File: src/rtl/mem_arbiter_if.sv
// rtl/mem_arbiter_if.sv - fetch, data and SRAM signal bundle for mem_arbiter
interface mem_arbiter_if #(
    parameter int ADDR_W = 32,
    parameter int MEM_AW = 10
);
    logic              i_req;
    logic [ADDR_W-1:0] i_addr;
    logic              i_gnt;
    logic              i_rvalid;
    logic [31:0]       i_rdata;

    logic              d_req;
    logic [1:0]        d_we;
    logic [ADDR_W-1:0] d_addr;
    logic [31:0]       d_wdata;
    logic              d_gnt;
    logic              d_rvalid;
    logic [31:0]       d_rdata;
    logic              d_err;

    logic              m_en;
    logic [3:0]        m_we;
    logic [MEM_AW-1:0] m_addr;
    logic [31:0]       m_wdata;
    logic [31:0]       m_rdata;

    modport slave (
        input  i_req, i_addr, d_req, d_we, d_addr, d_wdata, m_rdata,
        output i_gnt, i_rvalid, i_rdata, d_gnt, d_rvalid, d_rdata, d_err,
               m_en, m_we, m_addr, m_wdata
    );

    modport master (
        output i_req, i_addr, d_req, d_we, d_addr, d_wdata, m_rdata,
        input  i_gnt, i_rvalid, i_rdata, d_gnt, d_rvalid, d_rdata, d_err,
               m_en, m_we, m_addr, m_wdata
    );
endinterface

File: src/rtl/mem_arbiter.sv
// rtl/mem_arbiter.sv - single-port SRAM arbiter, data priority with fetch anti-starvation
module mem_arbiter #(
    parameter int ADDR_W     = 32,
    parameter int MEM_AW     = 10,
    parameter int STARVE_MAX = 4
) (
    input  logic          clk,
    input  logic          rst,
    mem_arbiter_if.slave  bus
);
    typedef enum logic [1:0] {RESP_IDLE, RESP_FETCH, RESP_DATA} resp_t;

    resp_t      resp_src, resp_nxt;
    logic [3:0] starve_cnt, starve_nxt;
    logic       err_q, err_nxt;
    logic       ld_q, ld_nxt;

    logic       force_i, i_win, d_win, mis;
    logic [1:0] off;

    always_ff @(posedge clk) begin
        if (!rst) begin
            resp_src   <= RESP_IDLE;
            starve_cnt <= 4'd0;
            err_q      <= 1'b0;
            ld_q       <= 1'b0;
        end else begin
            resp_src   <= resp_nxt;
            starve_cnt <= starve_nxt;
            err_q      <= err_nxt;
            ld_q       <= ld_nxt;
        end
    end

    always_comb begin
        force_i = (starve_cnt == 4'(STARVE_MAX)) && bus.i_req;
        i_win   = rst && bus.i_req && (force_i || !bus.d_req);
        d_win   = rst && bus.d_req && !i_win;
        off     = bus.d_addr[1:0];
        // loads are word accesses, so they share the word alignment rule
        mis     = ((bus.d_we == 2'b10) && off[0]) ||
                  ((bus.d_we == 2'b11 || bus.d_we == 2'b00) && (off != 2'b00));

        bus.i_gnt   = i_win;
        bus.d_gnt   = d_win;
        bus.m_en    = 1'b0;
        bus.m_we    = 4'h0;
        bus.m_addr  = '0;
        bus.m_wdata = 32'h0;

        if (i_win) begin
            bus.m_en   = 1'b1;
            bus.m_addr = bus.i_addr[MEM_AW+1:2];
        end else if (d_win) begin
            bus.m_addr = bus.d_addr[MEM_AW+1:2];
            if (!mis) begin
                bus.m_en = 1'b1;
                case (bus.d_we)
                    2'b01: begin
                        bus.m_we    = 4'b0001 << off;
                        bus.m_wdata = {4{bus.d_wdata[7:0]}};
                    end
                    2'b10: begin
                        bus.m_we    = 4'b0011 << off;
                        bus.m_wdata = {2{bus.d_wdata[15:0]}};
                    end
                    2'b11: begin
                        bus.m_we    = 4'hF;
                        bus.m_wdata = bus.d_wdata;
                    end
                    default: begin
                        bus.m_we    = 4'h0;
                        bus.m_wdata = 32'h0;
                    end
                endcase
            end
        end

        resp_nxt = RESP_IDLE;
        if (i_win)      resp_nxt = RESP_FETCH;
        else if (d_win) resp_nxt = RESP_DATA;
        err_nxt = d_win && mis;
        ld_nxt  = d_win && (bus.d_we == 2'b00);

        starve_nxt = starve_cnt;
        if (!bus.i_req || i_win)
            starve_nxt = 4'd0;
        else if (starve_cnt != 4'(STARVE_MAX))
            starve_nxt = starve_cnt + 4'd1;
    end

    // response side is also held quiet during reset so a pending access is dropped
    always_comb begin
        bus.i_rvalid = rst && (resp_src == RESP_FETCH);
        bus.i_rdata  = bus.i_rvalid ? bus.m_rdata : 32'h0;
        bus.d_rvalid = rst && (resp_src == RESP_DATA);
        bus.d_err    = bus.d_rvalid && err_q;
        bus.d_rdata  = (bus.d_rvalid && ld_q && !err_q) ? bus.m_rdata : 32'h0;
    end
endmodule
File: src/flat_wrapper.sv
// flat-port wrapper written by rule: the top's interface ports become plain ports
module mem_arbiter_flat 
#(
    parameter int ADDR_W     = 32,
    parameter int MEM_AW     = 10,
    parameter int STARVE_MAX = 4
)
  (clk, rst, bus_i_req, bus_i_addr, bus_d_req, bus_d_we, bus_d_addr, bus_d_wdata, bus_m_rdata, bus_i_gnt, bus_i_rvalid, bus_i_rdata, bus_d_gnt, bus_d_rvalid, bus_d_rdata, bus_d_err, bus_m_en, bus_m_we, bus_m_addr, bus_m_wdata);
  mem_arbiter_if #(.ADDR_W(ADDR_W), .MEM_AW(MEM_AW)) bus_i ();
  input  logic clk;
  input  logic rst;
  input wire logic [$bits(bus_i.i_req)-1:0] bus_i_req;
  input wire logic [$bits(bus_i.i_addr)-1:0] bus_i_addr;
  input wire logic [$bits(bus_i.d_req)-1:0] bus_d_req;
  input wire logic [$bits(bus_i.d_we)-1:0] bus_d_we;
  input wire logic [$bits(bus_i.d_addr)-1:0] bus_d_addr;
  input wire logic [$bits(bus_i.d_wdata)-1:0] bus_d_wdata;
  input wire logic [$bits(bus_i.m_rdata)-1:0] bus_m_rdata;
  output wire logic [$bits(bus_i.i_gnt)-1:0] bus_i_gnt;
  output wire logic [$bits(bus_i.i_rvalid)-1:0] bus_i_rvalid;
  output wire logic [$bits(bus_i.i_rdata)-1:0] bus_i_rdata;
  output wire logic [$bits(bus_i.d_gnt)-1:0] bus_d_gnt;
  output wire logic [$bits(bus_i.d_rvalid)-1:0] bus_d_rvalid;
  output wire logic [$bits(bus_i.d_rdata)-1:0] bus_d_rdata;
  output wire logic [$bits(bus_i.d_err)-1:0] bus_d_err;
  output wire logic [$bits(bus_i.m_en)-1:0] bus_m_en;
  output wire logic [$bits(bus_i.m_we)-1:0] bus_m_we;
  output wire logic [$bits(bus_i.m_addr)-1:0] bus_m_addr;
  output wire logic [$bits(bus_i.m_wdata)-1:0] bus_m_wdata;
  assign bus_i.i_req = bus_i_req;
  assign bus_i.i_addr = bus_i_addr;
  assign bus_i.d_req = bus_d_req;
  assign bus_i.d_we = bus_d_we;
  assign bus_i.d_addr = bus_d_addr;
  assign bus_i.d_wdata = bus_d_wdata;
  assign bus_i.m_rdata = bus_m_rdata;
  assign bus_i_gnt = bus_i.i_gnt;
  assign bus_i_rvalid = bus_i.i_rvalid;
  assign bus_i_rdata = bus_i.i_rdata;
  assign bus_d_gnt = bus_i.d_gnt;
  assign bus_d_rvalid = bus_i.d_rvalid;
  assign bus_d_rdata = bus_i.d_rdata;
  assign bus_d_err = bus_i.d_err;
  assign bus_m_en = bus_i.m_en;
  assign bus_m_we = bus_i.m_we;
  assign bus_m_addr = bus_i.m_addr;
  assign bus_m_wdata = bus_i.m_wdata;
  mem_arbiter #(.ADDR_W(ADDR_W), .MEM_AW(MEM_AW), .STARVE_MAX(STARVE_MAX)) u_core (.clk(clk), .rst(rst), .bus(bus_i));
endmodule
File: config.mk
export PLATFORM = sky130hd
export DESIGN_NAME = mem_arbiter_flat
export DESIGN_NICKNAME = d
export VERILOG_FILES = /design/src/rtl/mem_arbiter_if.sv /design/src/rtl/mem_arbiter.sv /design/src/flat_wrapper.sv
export SDC_FILE = /design/constraint.sdc
export NUM_CORES = 1
export LEC_CHECK = 0
export BUFFER_PORTS_ARGS = -buffer_cell sky130_fd_sc_hd__buf_2
export CAP_MARGIN = 20
export CORE_AREA = 10 10 89 91
export DETAILED_ROUTE_END_ITERATION = 7
export DIE_AREA = 0 0 99 101
export PLACE_DENSITY = 0.71
export SYNTH_ARGS = -nofsm -noshare
export SYNTH_HDL_FRONTEND = slang
export SYNTH_SLANG_ARGS = --single-unit
File: constraint.sdc
create_clock -name clk -period 3.13 [get_ports clk]
set_clock_uncertainty 0.15 [all_clocks]
set_input_delay 0.1565 -clock clk [delete_from_list [all_inputs] [get_ports clk]]
set_output_delay 0.1565 -clock clk [all_outputs]
set_load 0.03 [all_outputs]
==> reports/qor.csv, run 1 <==
metric;value;unit
die_area;10000;µm²
cts.path.max_buffers;2;
cap_violations;0;
ys_types;36;
drt-total-wl;9.17;mm
status;finished, final reports clean;
die_w;99;µm
crit_fanout;37;
port_buffers;207;
synth_simple_gate_area_frac;0.485;
core_area;6200;µm²
dp_hpwl;7.80;mm
synth-seq-cells;8;
tightest_slew;0.666;ns
syn_inst;222;
clock-root-buffer;clkbuf_8;
synth_compound_area_frac;0.233;
path_clk_slew;0.04;ns
synth_edf_count;0;
gp_congestion;0.908;
yosysWarnings;0;
grt_busiest_layer;met2;
avgSynthCellArea;7.17;µm²
cts_buffers;3;
drt_pass1_iterations;4;
hold_viol;0;
yosysSeqAreaShare;0.101;
fin_util;0.433;
synth_flop_cell;dfxtp_1;
endpoint_kind;output pin;
grtUsageTotal;0.167;
clk_latency;0.23;ns
powerDensity;190;nW/µm²
yosysMostFrequentCell;and2_1;
swShare;0.423;
clkPwrFrac;0.241;
timing.hold.ws;0.00779;ns
critPathRequiredTime;2.82;ns
wl_per_cell;18.5;µm
io_pins;250;
post_drt_via_cell_ratio;4.87;
synthAdderAreaFrac;0.0550;
route.detailed.drc;0;
p_comb_frac;0.548;
netSwitchingPower;0.000216;W
synth_xor_area_frac;0.0110;
place_area;2640;µm²
synth_top_family_by_area;simple AND/OR/NAND/NOR gates;
drive_gt1_frac;0.542;
ant_nets;0;
yosys-top-cells-area;and2_1, nor3_1, dfxtp_1;
setup_viol;0;
grt_pass1_wl;13.9;mm
std_cell_rows;29;
grt_start_max_net_pins;38;
use_met2;0.302;
max_freq;0.418;GHz
fin_crit_sh;0.765;
finalPower;0.000511;W
cts_hold_buf;0;
area_delta_synth_final;68.8;%
worstSetupPathType;reg -> out;
grtUsageMet3;0.0405;
grtUsageMet1;0.197;
nFillCells;645;
finish.instance_area;2690;µm²
start_util;0.257;
antenna_found_initial;2;
grt-ovfl-total;0;
p_int;0.000295;W
peakVddDrop;0.000101;V
arrival;2.09;ns
syn_area;1590;µm²
drv_slew;0;
synth_top_area_frac;0.259;
ys_async_sr_fraction;0;
nets;560;
synthTopCellsByCount;and2_1, nor3_1, a22oi_1;
numClockSinks;8;
power_leakage;1.65;nW
seqPwrFrac;0.211;
muxShareOfSynthArea;0;
drt-initial-drc-count;143;
slew_headroom;0.556;
start_kind;flip-flop;
vias;2414;
post-cts-setup-buffers;0;
hp-class;in -> reg;
rsz0062_at_grt;false;
synth_largest_area_cell;and2_1;
dieHeight;101;µm
grt_pass1_vias;2513;
finalSetupTns;0;ns
synthesis.nets;363;
post_cts_resized;0;
cts_tree;yes;
htreeDepth;1;
min_period;2.39;ns
registers in the layout (all words and copies together), names as in the netlist:
name / count
u_core.err_q: 1
u_core.ld_q: 1
u_core.resp_src: 2
u_core.starve_cnt: 4
worst max-delay path: stages (launching register included):
cell,delay [ns]
dfxtp_1,0.36
inv_1,0.06
ha_1,0.23
nand4b_4,0.12
nand4_4,0.41
nor3_1,0.40
buf_2,0.26
per-layer routing:
| layer | up-vias | wire length [µm] |
|---|---|---|
| met2 | 147 | 4680 |
| met1 | 1081 | 3560 |
| met4 | 0 | 98 |
| met3 | 6 | 834 |
| met5 | - | 0 |
| li1 | 1180 | - |
through the flow:
step | cells | setup WS, ns
after detailed placement | 491 | 0.870
final | 496 | 0.735
after floorplan | 222 | 1.06
after CTS | 494 | 0.724
after global routing | 496 | 0.554
after global placement | 491 | 0.897
cell families after synthesis:
| group | count (synthesis) |
|---|---|
| compound gates | 44 |
| xor+xnor | 2 |
| fa+ha+maj | 7 |
| buf+inv | 36 |
| flops | 8 |
| simple gates | 125 |
area by class of cell:
class	instances	area, µm²	area share
antenna	2	5.00	0.00186
clock buffer	3	41.3	0.0154
inverter	15	56.3	0.0209
multi-input combinational	178	1250	0.464
sequential	8	160	0.0596
tap	77	96.3	0.0358
timing repair buffer	213	1080	0.402
final timing paths:
kind,cells past startpoint,end,startpoint,slack (ns)
hold reg to reg,1,u_core.starve_cnt[0],u_core.starve_cnt[0],0.33
setup / recovery,6,bus_m_wdata[15],u_core.starve_cnt[0],0.74
setup reg to reg,5,u_core.err_q,u_core.starve_cnt[0],1.69
hold / removal,2,u_core.resp_src[0],bus_d_req,0.008
power by group through the flow:
stage,sequential (W),clock (W),combinational (W)
5_1_grt,0.000108,0.000134,0.000305
2_1_floorplan,0.000109,0,0.000166
3_5_place_dp,0.000110,0,0.000280
3_3_place_gp,0.000109,0,0.000276
6_report,0.000108,0.000123,0.000280
4_1_cts,0.000108,0.000126,0.000281
layout by cell type, fill, tap and decap left out, types with 2 or more instances in the layout:
| master | instances |
|---|---|
| buf_2 | 207 |
| and2_1 | 66 |
| nor3_1 | 40 |
| a22oi_1 | 16 |
| inv_1 | 15 |
| a22o_1 | 10 |
| a222oi_1 | 8 |
| dfxtp_1 | 8 |
| ha_1 | 7 |
| buf_4 | 6 |
| nand2_1 | 5 |
| a21oi_1 | 3 |
| clkbuf_8 | 3 |
| diode_2 | 2 |
| nor2_1 | 2 |
| or2_2 | 2 |
No activity file was read; power rests on OpenSTA's default activity.
==> run 2, diff against run 1 <==
Settings changed: CORE_AREA 10 10 89 91 to 10 10 88 90, DIE_AREA 0 0 99 101 to 0 0 98 100, PLACE_DENSITY 0.71 to 0.73.
Clock period 3.13 ns to 2.4 ns, I/O delays scaled along.
==> reports/qor.csv, run 2 (synthesis gave the netlist of run 1 again) <==
metric;value;unit;change
finish.instance_area;2720;µm²;was 2690 µm²
grt_pass1_vias;2439;;was 2513
final_common_cell;buf_2;;unchanged
fin_util;0.443;;was 0.433
nets;562;;was 560
final_cell_mix;buf_2, and2_1, nor3_1, a22oi_1, inv_1;;unchanged
fin_crit_sh;0.925;;
area_delta_synth_final;70.5;%;was 68.8%
hp-class;in -> reg;;unchanged
post_drt_via_cell_ratio;4.92;;was 4.87
n_antenna_cell;0;;was 2
htreeDepth;1;;unchanged
place_area;2640;µm²;unchanged
die_w;98;µm;was 99 µm
drt-initial-drc-count;132;;was 143
arrival;1.95;ns;was 2.09 ns
antenna_found_initial;0;;was 2
timing.hold.ws;0.164;ns;was 0.00779 ns
min_period;2.22;ns;
cap_violations;0;;unchanged
max_freq;0.450;GHz;
peakVddDrop;0.000152;V;was 0.000101 V
power_leakage;1.66;nW;was 1.65 nW
ant_nets;0;;unchanged
grtUsageTotal;0.166;;was 0.167
cts_tree;yes;;unchanged
largest_reg_flops;4;;unchanged
hold_viol;0;;unchanged
drt-total-wl;9.45;mm;was 9.17 mm
gp_congestion;0.821;;was 0.908
grt-ovfl-total;0;;unchanged
endpoint_kind;output pin;;unchanged
crit_fanout;12;;was 37
dieHeight;100;µm;was 101 µm
powerDensity;248;nW/µm²;was 190 nW/µm²
finalSetupTns;0;ns;unchanged
port_buffers;207;;unchanged
clock-root-buffer;clkbuf_8;;unchanged
vias;2438;;was 2414
worstSetupPathType;reg -> out;;unchanged
start_kind;flip-flop;;unchanged
cts_buffers;3;;unchanged
tightest_slew;0.598;ns;was 0.666 ns
grt_start_max_net_pins;38;;unchanged
slew_headroom;0.602;;was 0.556
numClockSinks;8;;unchanged
status;finished, final reports clean;;unchanged
drt_pass1_iterations;7;;was 4
io_pins;250;;unchanged
core_area;6130;µm²;was 6200 µm²
std_cell_rows;29;;unchanged
path_clk_slew;0.04;ns;about the same
top_register;u_core.starve_cnt;;unchanged
post-cts-setup-buffers;0;;unchanged
die_area;9800;µm²;was 10000 µm²
start_util;0.260;;was 0.257
drv_slew;0;;unchanged
reg_top3;u_core.starve_cnt (4), u_core.resp_src (2);;unchanged
nFillCells;656;;was 645
route.detailed.drc;0;;unchanged
wl_per_cell;19.1;µm;was 18.5 µm
setup_viol;0;;unchanged
grt_pass1_wl;13.6;mm;was 13.9 mm
cts.path.max_buffers;2;;unchanged
dp_hpwl;7.97;mm;was 7.80 mm
clk_latency;0.22;ns;was 0.23 ns
rsz0062_at_grt;false;;unchanged
critPathRequiredTime;2.13;ns;was 2.82 ns
drive_gt1_frac;0.542;;about the same
run 2: changes by cell type in the layout (fill, tap and decap cells not counted):
cell	before	now
diode_2	2	0
dlygate4sd3_1	0	1
nand4_4	1	2
run 2: critical path, stage by stage (launching register included):
cell	delay, ns
dfxtp_1	0.33
inv_1	0.06
ha_1	0.20
nand3b_1	0.16
a21oi_2	0.52
a22o_1	0.24
buf_2	0.21
run 2: cell type report:
class / count / area [µm²] / area share
Multi-Input combinational cell: 179 / 1270 / 0.468
Timing Repair Buffer: 214 / 1090 / 0.402
Sequential cell: 8 / 160 / 0.0590
Tap cell: 77 / 96.3 / 0.0355
Inverter: 15 / 56.3 / 0.0207
Clock buffer: 3 / 41.3 / 0.0152
run 2: worst paths after layout:
kind                   startpoint                   end  slack, ns  cells after the start
min reg2reg  u_core.starve_cnt[0]  u_core.starve_cnt[0]       0.34                      1
max reg2reg  u_core.starve_cnt[0]          u_core.err_q       0.93                      5
max          u_core.starve_cnt[0]         bus_m_addr[1]       0.18                      6
min                           rst    u_core.resp_src[0]       0.16                      3
run 2: metal layers:
metal	GRT usage	vias up	share of wire
li1	-	1187	-
met1	0.196	1093	0.38
met2	0.294	150	0.50
met3	0.0488	8	0.11
met4	0.0257	0	0.0054
met5	0	-	0
run 2: timing repair:
item                                    4_1_cts  5_1_grt
hold buffers                                  1        0
endpoints found under the setup margin        0       32
hold endpoints to repair                      1        0
resized for setup                             0        1
run 2: power by group:
| part | internal, W | switching (W) | leakage [nW] | total [W] |
|---|---|---|---|---|
| Clock | 0.000109 | 0.0000514 | 0.0216 | 0.000160 |
| Combinational | 0.000141 | 0.000231 | 1.57 | 0.000373 |
| Sequential | 0.000137 | 0.00000301 | 0.0653 | 0.000140 |
| Total | 0.000387 | 0.000286 | 1.66 | 0.000673 |
run 2: per-stage QoR:
step	std cells	setup WS, ns	total power, W
final	496	0.179	0.000673
after global routing	496	0.0155	0.000714
after CTS	495	0.0705	0.000672
after detailed placement	491	0.240	0.000507
after global placement	491	0.339	0.000501
after floorplan	222	0.367	0.000359
==> run 3, diff against run 2 <==
Settings changed: PLACE_DENSITY 0.73 to default, PLACE_DENSITY_LB_ADDON from default to 0.12, RECOVER_POWER from default to 25.
==> reports/qor.csv, run 3 (synthesis gave the netlist of run 1 again) <==
metric;value;unit;change
status;finished, final reports clean;;unchanged
grt_pass1_wl;13.4;mm;was 13.6 mm
gp_congestion;0.810;;was 0.821
hold_viol;0;;unchanged
endpoint_kind;output pin;;unchanged
io_pins;250;;unchanged
drt-total-wl;9.08;mm;was 9.45 mm
r2r_slack;0.91;ns;was 0.93 ns
arrival;1.98;ns;was 1.95 ns
cts_tree;yes;;unchanged
crit_path_max_incr_delay;0.37;ns;was 0.52 ns
post_drt_via_cell_ratio;4.90;;was 4.92
tightest_slew;0.562;ns;was 0.598 ns
die_area;9800;µm²;unchanged
die_w;98;µm;unchanged
grt-ovfl-total;0;;unchanged
fin_crit_sh;0.936;;was 0.925
fin_util;0.438;;was 0.443
nets;563;;was 562
powerDensity;248;nW/µm²;about the same
final_cell_mix;buf_2, and2_1, nor3_1, clkbuf_1, a22oi_1;;was buf_2, and2_1, nor3_1, a22oi_1, inv_1
ant_nets;0;;unchanged
swShare;0.421;;was 0.424
start_kind;flip-flop;;unchanged
slew_headroom;0.625;;was 0.602
drt_pass1_iterations;7;;unchanged
vias;2441;;was 2438
cts.path.max_buffers;2;;unchanged
setup_viol;0;;unchanged
start_util;0.260;;unchanged
dieHeight;100;µm;unchanged
final_common_cell;buf_2;;unchanged
numClockSinks;8;;unchanged
reg_top3;u_core.starve_cnt (4), u_core.resp_src (2);;unchanged
largest_reg_flops;4;;unchanged
setup_ws;0.154;ns;was 0.179 ns
hp-class;in -> reg;;unchanged
std_cell_rows;29;;unchanged
antenna_found_initial;1;;was 0
path_clk_slew;0.04;ns;about the same
power_leakage;1.56;nW;was 1.66 nW
port_buffers;207;;unchanged
cp_slowest_cell;dfxtp_1;;was a21oi_2
drv_slew;0;;unchanged
route.detailed.drc;0;;unchanged
cap_violations;0;;unchanged
grtUsageTotal;0.163;;was 0.166
critPathRequiredTime;2.13;ns;about the same
grt_start_max_net_pins;34;;was 38
max_freq;0.445;GHz;was 0.450 GHz
area_delta_synth_final;68.7;%;was 70.5%
htreeDepth;1;;unchanged
seqPwrFrac;0.211;;was 0.209
min_period;2.25;ns;was 2.22 ns
top_register;u_core.starve_cnt;;unchanged
wl_per_cell;18.2;µm;was 19.1 µm
cts_buffers;3;;unchanged
post-cts-setup-buffers;0;;unchanged
p_comb_frac;0.551;;was 0.554
dp_slack;0.220;ns;was 0.240 ns
drt-initial-drc-count;105;;was 132
path_cells;inv_1, ha_1, nand4b_4, nand4_4, buf_4, nor3_1, buf_2;;was inv_1, ha_1, nand3b_1, a21oi_2, a22o_1, buf_2
p_int;0.000386;W;was 0.000387 W
netSwitchingPower;0.000280;W;was 0.000286 W
worstSetupPathType;reg -> out;;unchanged
core_area;6130;µm²;unchanged
drive_gt1_frac;0.490;;was 0.542
clkPwrFrac;0.238;;about the same
clock-root-buffer;clkbuf_8;;unchanged
clk_latency;0.22;ns;about the same
dp_hpwl;7.47;mm;was 7.97 mm
crit_fanout;13;;was 12
grt_pass1_vias;2453;;was 2439
post_cts_resized;0;;unchanged
rsz0062_at_grt;false;;unchanged
peakVddDrop;0.000130;V;was 0.000152 V
finalSetupTns;0;ns;unchanged
==> run 3: cell types whose count changed in the layout (fill, tap and decap cells not counted), sizes merged <==
cell	before	now
buf	213	191
clkbuf	3	26
diode	0	1
==> run 3: worst max-delay path, delay by kind of cell, from the launching register on <==
family | cells | cell delay (ns)
flip-flops | 1 | 0.37
buffers and inverters | 3 | 0.56
AND/OR/NAND/NOR | 3 | 0.57
adder cells (fa/ha/maj) | 1 | 0.24
==> run 3: routing by layer <==
layer  part of all wire  track usage
met1               0.37        0.173
met2               0.51        0.297
met3              0.099       0.0577
met4              0.018       0.0425
met5                  0            0
==> run 3: metrics by stage <==
step	instance area (µm²)	power [W]	hold WS, ns	std cells
floorplan	1590	0.000359	0.0619	222
global placement	2650	0.000503	0.208	492
detailed placement	2650	0.000506	0.210	492
CTS	2700	0.000671	0.131	496
global route	2680	0.000721	0.188	497
finish	2690	0.000666	0.169	498
==> run 3: what timing repair did <==
| action | in CTS | in global routing |
|---|---|---|
| hold buffers | 1 | 0 |
| endpoints found under the setup margin | 0 | 13 |
| endpoints found under the hold margin | 1 | 0 |
==> run 3: worst paths after layout <==
kind / startpoint / endpoint / depth (start not counted)
max reg2reg: u_core.starve_cnt[0] / u_core.err_q / 5
min reg2reg: u_core.starve_cnt[0] / u_core.starve_cnt[0] / 1
min: rst / u_core.starve_cnt[1] / 3
max: u_core.starve_cnt[0] / bus_m_we[3] / 7
==> run 3: power groups by stage <==
stage	registers, W	clock network (W)	logic [W]
global route	0.000141	0.000180	0.000401
detailed placement	0.000143	0	0.000363
floorplan	0.000142	0	0.000217
CTS	0.000141	0.000165	0.000365
finish	0.000141	0.000158	0.000367
global placement	0.000143	0	0.000360
==> run 3: area by class of cell <==
cell class / instances / area [µm²]
Clock buffer: 3 / 41.3
Sequential cell: 8 / 160
Inverter: 15 / 56.3
Timing Repair Buffer: 215 / 1070
Tap cell: 77 / 96.3
Multi-Input combinational cell: 179 / 1260
Antenna cell: 1 / 2.50
Fill cell: 685 / 3450
